<file path="config.mk">
export PLATFORM = sky130hd
export DESIGN_NAME = addsub_arbiter
export DESIGN_NICKNAME = d
export VERILOG_FILES = /design/src/rtl/addsub_arbiter_pkg.sv /design/src/rtl/addsub_arbiter_add_or_sub.sv /design/src/rtl/addsub_arbiter.sv
export SDC_FILE = /design/constraint.sdc
export NUM_CORES = 1
export LEC_CHECK = 0
export CAP_MARGIN = 20
export CORE_MARGIN = 2
export CORE_UTILIZATION = 42
export DETAILED_ROUTE_END_ITERATION = 8
export PLACE_DENSITY_LB_ADDON = 0.2
export SYNTH_ARGS = -nofsm -noshare
export SYNTH_HDL_FRONTEND = slang
export SYNTH_HIERARCHICAL = 1
export SYNTH_SLANG_ARGS = --single-unit
</file>
<file path="constraint.sdc">
create_clock -name clk -period 1.8 [get_ports clk]
set_clock_uncertainty 0.2 [all_clocks]
set_input_delay 0.18 -clock clk [delete_from_list [all_inputs] [get_ports clk]]
set_output_delay 0.18 -clock clk [all_outputs]
set_load 0.02 [all_outputs]
</file>
<file path="src/rtl/addsub_arbiter_pkg.sv">
// Shared encodings for the two-requester add/sub arbiter.
// State encoding and requester-id width used by the top and the bench.
package addsub_arbiter_pkg;

   localparam logic [1:0] ST_IDLE = 2'd0;
   localparam logic [1:0] ST_EXEC = 2'd1;
   localparam logic [1:0] ST_RESP = 2'd2;

   localparam int unsigned ID_W = 1;

   typedef enum logic [1:0] {
      StIdle = ST_IDLE,
      StExec = ST_EXEC,
      StResp = ST_RESP
   } state_e;

endpackage

</file>
<file path="src/rtl/addsub_arbiter_add_or_sub.sv">
// Shared add/subtract datapath: {cout, out} = in1 + (sub ? ~in2 + 1 : in2).
// For subtract, cout = 1 means no borrow.
module addsub_arbiter_add_or_sub #(
   parameter int unsigned WIDTH = 4
) (
   input  logic [WIDTH-1:0] in1_i,
   input  logic [WIDTH-1:0] in2_i,
   input  logic             sub_i,
   output logic [WIDTH-1:0] out_o,
   output logic             cout_o
);

   logic [WIDTH:0] sum;
   logic [WIDTH:0] opb;

   always_comb begin
      opb = {1'b0, (sub_i ? ~in2_i : in2_i)};
      sum = {1'b0, in1_i} + opb + {{WIDTH{1'b0}}, sub_i};
   end

   assign out_o  = sum[WIDTH-1:0];
   assign cout_o = sum[WIDTH];

endmodule

</file>
<file path="src/rtl/addsub_arbiter.sv">
// Round-robin arbiter sharing one add/sub datapath between two requesters.
// Accept in IDLE, compute in EXEC, hold the tagged result in RESP until taken.
module addsub_arbiter
   import addsub_arbiter_pkg::*;
#(
   parameter int unsigned WIDTH = 4
) (
   input  logic             clk,
   input  logic             rst,
   input  logic             req0_valid,
   output logic             req0_ready,
   input  logic [WIDTH-1:0] req0_in1,
   input  logic [WIDTH-1:0] req0_in2,
   input  logic             req0_sub,
   input  logic             req1_valid,
   output logic             req1_ready,
   input  logic [WIDTH-1:0] req1_in1,
   input  logic [WIDTH-1:0] req1_in2,
   input  logic             req1_sub,
   output logic             rsp_valid,
   input  logic             rsp_ready,
   output logic [WIDTH-1:0] rsp_out,
   output logic             rsp_cout,
   output logic [ID_W-1:0]  rsp_id
);

   state_e            state_q;
   logic [ID_W-1:0]   last_grant_q;
   logic [WIDTH-1:0]  op_in1_q;
   logic [WIDTH-1:0]  op_in2_q;
   logic              op_sub_q;
   logic [ID_W-1:0]   op_id_q;
   logic              rsp_valid_q;
   logic [WIDTH-1:0]  rsp_out_q;
   logic              rsp_cout_q;
   logic [ID_W-1:0]   rsp_id_q;

   logic              grant_vld;
   logic [ID_W-1:0]   grant_id;
   logic [WIDTH-1:0]  sel_in1;
   logic [WIDTH-1:0]  sel_in2;
   logic              sel_sub;
   logic [WIDTH-1:0]  alu_out;
   logic              alu_cout;

   // On a tie the requester that did not win last time is granted.
   always_comb begin
      grant_vld = (state_q == StIdle) && !rst && (req0_valid || req1_valid);
      if (req0_valid && req1_valid) begin
         grant_id = ~last_grant_q;
      end else begin
         grant_id = req1_valid;
      end
      sel_in1 = grant_id[0] ? req1_in1 : req0_in1;
      sel_in2 = grant_id[0] ? req1_in2 : req0_in2;
      sel_sub = grant_id[0] ? req1_sub : req0_sub;
   end

   assign req0_ready = grant_vld && !grant_id[0];
   assign req1_ready = grant_vld && grant_id[0];

   addsub_arbiter_add_or_sub #(
      .WIDTH (WIDTH)
   ) u_add_or_sub (
      .in1_i  (op_in1_q),
      .in2_i  (op_in2_q),
      .sub_i  (op_sub_q),
      .out_o  (alu_out),
      .cout_o (alu_cout)
   );

   always_ff @(posedge clk or posedge rst) begin
      if (rst) begin
         state_q      <= StIdle;
         last_grant_q <= 1'b1;
         op_in1_q     <= '0;
         op_in2_q     <= '0;
         op_sub_q     <= 1'b0;
         op_id_q      <= '0;
         rsp_valid_q  <= 1'b0;
         rsp_out_q    <= '0;
         rsp_cout_q   <= 1'b0;
         rsp_id_q     <= '0;
      end else begin
         unique case (state_q)
            StIdle: begin
               if (grant_vld) begin
                  op_in1_q <= sel_in1;
                  op_in2_q <= sel_in2;
                  op_sub_q <= sel_sub;
                  op_id_q  <= grant_id;
                  state_q  <= StExec;
               end
            end
            StExec: begin
               rsp_out_q   <= alu_out;
               rsp_cout_q  <= alu_cout;
               rsp_id_q    <= op_id_q;
               rsp_valid_q <= 1'b1;
               state_q     <= StResp;
            end
            StResp: begin
               if (rsp_ready) begin
                  rsp_valid_q  <= 1'b0;
                  last_grant_q <= rsp_id_q;
                  state_q      <= StIdle;
               end
            end
            default: begin
               state_q <= StIdle;
            end
         endcase
      end
   end

   assign rsp_valid = rsp_valid_q;
   assign rsp_out   = rsp_out_q;
   assign rsp_cout  = rsp_cout_q;
   assign rsp_id    = rsp_id_q;

endmodule

</file>
==> results by stage <==
Run status:
- The run finished, with violations left.
- The final reports fail on setup timing.

GRT:
- The pin count of the biggest net entering global routing is 21.
- The total routing resource utilization after global routing is 15.3%.
- The first global-routing pass estimated 3680 µm of wire.
- The number of global-route vias before repair is 859.
- The number of antenna violations at the first check in global routing is 0.
- After global routing the overflow that remains totals 0.

Critical path:
- The worst setup path is of the reg2reg kind.
- STA classifies the critical path endpoint as a register.
- The endpoint of the worst register-to-register path is rsp_out[3].
- The critical path starts at op_sub_q.
- The largest driver fanout on the critical path is 5.
- The number of cells traversed by the worst register-to-register path is 6.
- The startpoint class of the critical path is a register.
- The category of cells accounting for the largest share of critical-path delay is flip-flops.
- The critical path's largest stage delay is 0.48 ns.
- The data required time of the worst path is 1.81 ns.
- The worst setup path endpoint is rsp_out[3].
- The setup slack of the most critical reg-to-reg path is -0.13 ns.
- The number of buffers and inverters on the critical path is 0.
- The slowest stage of the critical path is the sky130_fd_sc_hd__dfrtp_2 cell.
- At the worst endpoint, the arrival time is 1.95 ns.
- The critical path depth is 6.
- The signal on the critical path passes through xor2_1 > ha_1 > nor4b_4 > a31oi_1 > nand4_1 > mux2_4.
- The startpoint identified for the worst register-to-register timing path is op_sub_q.

Clocking:
- The H-tree depth reported by CTS is 1.
- The total clock buffers created by CTS is 3.
- The clock net in this run drives a total of 20 sinks.
- The root buffer cell is sky130_fd_sc_hd__clkbuf_4.
- TritonCTS built the clock tree.
- Clock-pin slew was measured on the worst setup and hold paths at between 0.1 and 0.15 ns.
- In this run the deepest clock path goes through 2 buffers.
- The later pin in the worst-skew pair is clocked with a latency of 0.32 ns.

Pwr:
- The internal power consumption is 1.79 mW.
- After layout, the design draws a total of 2.84 mW.
- The maximum resistive drop on vdd is 0.00101 V.
- The net switching share of the total power is 36.8%.
- The power per unit of standard cell area is roughly 1700 mW/mm².
- The share of total power dissipated in sequential elements is between 20% and 30%.
- The switching power summed over all nets is ~1.0 mW.
- The leakage power of the design is 0.720 nW.
- Per report_power, the clock group accounts for a little under a tenth of the total.
- The share of total power dissipated in combinational logic is 61.7%.

Synth:
- The compound-gate portion of the synthesized area is approximately 12%.
- The post-synthesis share of cell area spent on xor and xnor gates is 3.93%.
- Yosys printed 6 warnings.
- The number of nets in the synthesized netlist is 125.
- After synthesis, the cell types taking the most area are sky130_fd_sc_hd__dfrtp_1, sky130_fd_sc_hd__nor3_2, sky130_fd_sc_hd__a221o_1.
- The post-synthesis register bit count is 20.
- For this run, the register share of the synthesized area comes to 45.0%.
- After Yosys synthesis, full adders, half adders and majority gates account for 5.16% of the synthesized area.
- Summing the areas of all and, or, nand and nor instances in the mapped netlist gives 20.8% of the synthesized area.
- The share of Yosys cell area claimed by the top area cell type is 42.6%.
- sky130_fd_sc_hd__dfrtp_1 takes more of the synthesized area than any other cell.
- In this run the cell area of the synthesized design comes to 0.00111 mm².
- Yosys mapped the design onto 28 distinct sky130hd cell types.
- By area, the combinational part of the netlist is dominated by simple AND/OR/NAND/NOR gates.
- The mean cell area of the mapped netlist is about 11 µm².
- After technology mapping, the gate count stands at a little under 100.
- In the synthesized netlist, mux cells make up under 10% of the area.

Detailed routing:
- The count of nets left with antenna violations after detail routing is 0.
- Summed over all layers, the routed wires come to 2240 µm.
- The per-cell routed wire length is 13.0 µm.
- The routed via count divided by cell count is 5.20.
- The first TritonRoute pass finished after 4 iterations.
- In the routed design, unresolved DRC markers number 0.
- The total via count after detailed routing is 895.
- The starting DRC count in detailed routing is 7.

Die:
- From bottom edge to top edge, the die measures 55.5 µm.
- The die outline area is between 0.003 and 0.004 mm².
- The initial utilization of the core area, before any placement, comes to 44.6%.
- The standard cell core area is 0.00250 mm².
- The floorplan step set the die width to around 56 µm.
- After floorplanning, the core was divided into 18 placement rows.
- The boundary pin count is 32.

STA:
- The time the final worst path needs with I/O delays and setup is 1.93 ns.
- Final hold analysis gives a worst-case slack of between 0.09 and 0.1 ns.
- In the final timing run, aggregate negative setup slack is -0.348 ns.
- After layout, the worst setup slack is -0.132 ns.
- The total setup violations reported at the end of the flow is 4.
- The timing-limited maximum frequency is 0.518 GHz.
- The count of final max-slew check failures was 0.
- After layout, the worst path uses 107% of the clock period.
- The hold violation count in the final report is 0.
- The actual transition at the worst max-transition pin is 0.454 ns.
- Setup repair after global routing could not meet its margin everywhere.
- Measured against its own limit, the worst slew margin works out to a little over two thirds.

Placement:
- After legalization and detailed placement, the total HPWL measured approximately 1700 µm.
- The number of port buffers is 31.
- The placer congestion estimate is 0.813.

Job:
- The number of max-cap violations is 0.

Cells and area:
- The net count of the finished layout is 170.
- The most common library cell in the layout ignoring fill and taps is sky130_fd_sc_hd__clkdlybuf4s50_1.
- The number of diodes is 0.
- Compared with the post-synthesis result, the final layout area differs by 48.5%.
- The share of post-route cells with drive strength above 1 is 36.6%.
- The number of fill cells in the layout is 210.
- In the layout the commonest cells are sky130_fd_sc_hd__clkdlybuf4s50_1, sky130_fd_sc_hd__dfrtp_1, sky130_fd_sc_hd__buf_4.

Worst hold path:
- The type of the most critical hold path is in2async.
## kinds of logic (layout without fill, tap and decap cells)
kind of cell             count (synthesis)  in the layout
multiplexers                             8              8
flip-flops                              20             20
AO/OA/AOI/OAI                           17             17
AND/OR/NAND/NOR                         34             34
buffers and inverters                   10             54
adder cells (fa/ha/maj)                  4              4
XOR/XNOR                                 5              5
## flip-flops by register name (all words and copies together) (netlist names)
signal	count
last_grant_q	1
op_id_q	1
op_in1_q	4
op_in2_q	4
op_sub_q	1
rsp_cout	1
rsp_id	1
rsp_out	4
rsp_valid	1
state_q	2
## per-layer routing
layer | up-vias | part of all wire [%] | track usage [%]
li1 | 446 | - | -
met1 | 415 | 46 | 19.6
met2 | 29 | 46 | 23.3
met3 | 5 | 4.5 | 2.11
met4 | 0 | 3.2 | 11.5
met5 | - | 0 | 0
## worst register-to-register path: cells and delay by family (launching register included)
family,cells,cell delay (ns)
flip-flops,1,0.48
adder cells (fa/ha/maj),1,0.34
AO/OA/AOI/OAI,1,0.14
XOR/XNOR,1,0.16
AND/OR/NAND/NOR,2,0.25
multiplexers,1,0.26
## metrics by stage
| step | cell area (µm²) | std cells | setup WS [ns] | util, % |
|---|---|---|---|---|
| after CTS | 1600 | 171 | -0.115 | 64.0 |
| final | 1660 | 172 | -0.132 | 66.2 |
| after global placement | 1540 | 167 | -0.375 | 61.6 |
| after global routing | 1660 | 172 | -0.228 | 66.2 |
| after floorplan | 1120 | 98 | -0.0419 | - |
| after detailed placement | 1540 | 167 | -0.364 | 61.6 |
## synth_stat cells
library cell,instances
sky130_fd_sc_hd__and3_1,1
sky130_fd_sc_hd__nand2_1,11
sky130_fd_sc_hd__buf_6,1
sky130_fd_sc_hd__nor2b_1,2
sky130_fd_sc_hd__xor2_1,5
sky130_fd_sc_hd__a21oi_1,4
sky130_fd_sc_hd__a21o_1,1
sky130_fd_sc_hd__nor4b_1,1
sky130_fd_sc_hd__dfrtp_1,19
sky130_fd_sc_hd__dfstp_2,1
sky130_fd_sc_hd__mux2_2,7
sky130_fd_sc_hd__fa_1,1
sky130_fd_sc_hd__nand4_1,2
sky130_fd_sc_hd__buf_2,4
sky130_fd_sc_hd__ha_1,3
sky130_fd_sc_hd__or3_1,1
sky130_fd_sc_hd__nor3_2,10
sky130_fd_sc_hd__or2_2,1
sky130_fd_sc_hd__inv_1,4
sky130_fd_sc_hd__clkbuf_1,1
sky130_fd_sc_hd__a31oi_1,1
sky130_fd_sc_hd__nand3b_1,1
sky130_fd_sc_hd__mux2_4,1
sky130_fd_sc_hd__or4_1,1
sky130_fd_sc_hd__o21ai_1,1
sky130_fd_sc_hd__nor3b_1,3
sky130_fd_sc_hd__o21bai_1,1
sky130_fd_sc_hd__a221o_1,9
## power by group through the flow
stage	Clock [mW]	Combinational (mW)	Sequential, mW
detailed placement	0	1.52	0.819
global placement	0	1.48	0.810
finish	0.269	1.75	0.819
floorplan	0	0.871	0.901
CTS	0.275	1.62	0.814
global route	0.289	1.91	0.859
## cell type report
class                      instances  area (µm²)  share of cell area (%)
clock buffer                       4        36.3                    2.19
inverter                           4        15.0                   0.907
multi-input combinational         68         631                    38.1
sequential                        20         503                    30.4
tap                               30        37.5                    2.27
timing repair buffer              46         433                    26.2
## what timing repair did
item,in CTS,in global routing
setup buffers,0,1
pin swaps,7,4
endpoints found under the hold margin,0,0
endpoints found under the setup margin,6,15
gates resized for setup,17,10
hold buffers,0,0
## worst min path at each step
stage | slack (ns) | startpoint | end | depth (start not counted)
2_1_floorplan | -0.06 | rst | op_id_q | 1
3_3_place_gp | 0.26 | op_id_q | op_id_q | 1
3_5_place_dp | 0.27 | op_id_q | op_id_q | 1
4_1_cts | 0.09 | rst | state_q[0] | 3
5_1_grt | 0.12 | rst | op_in1_q[0] | 3
6_report | 0.09 | rst | rsp_out[2] | 3
Power figures use the tool's default switching activity.
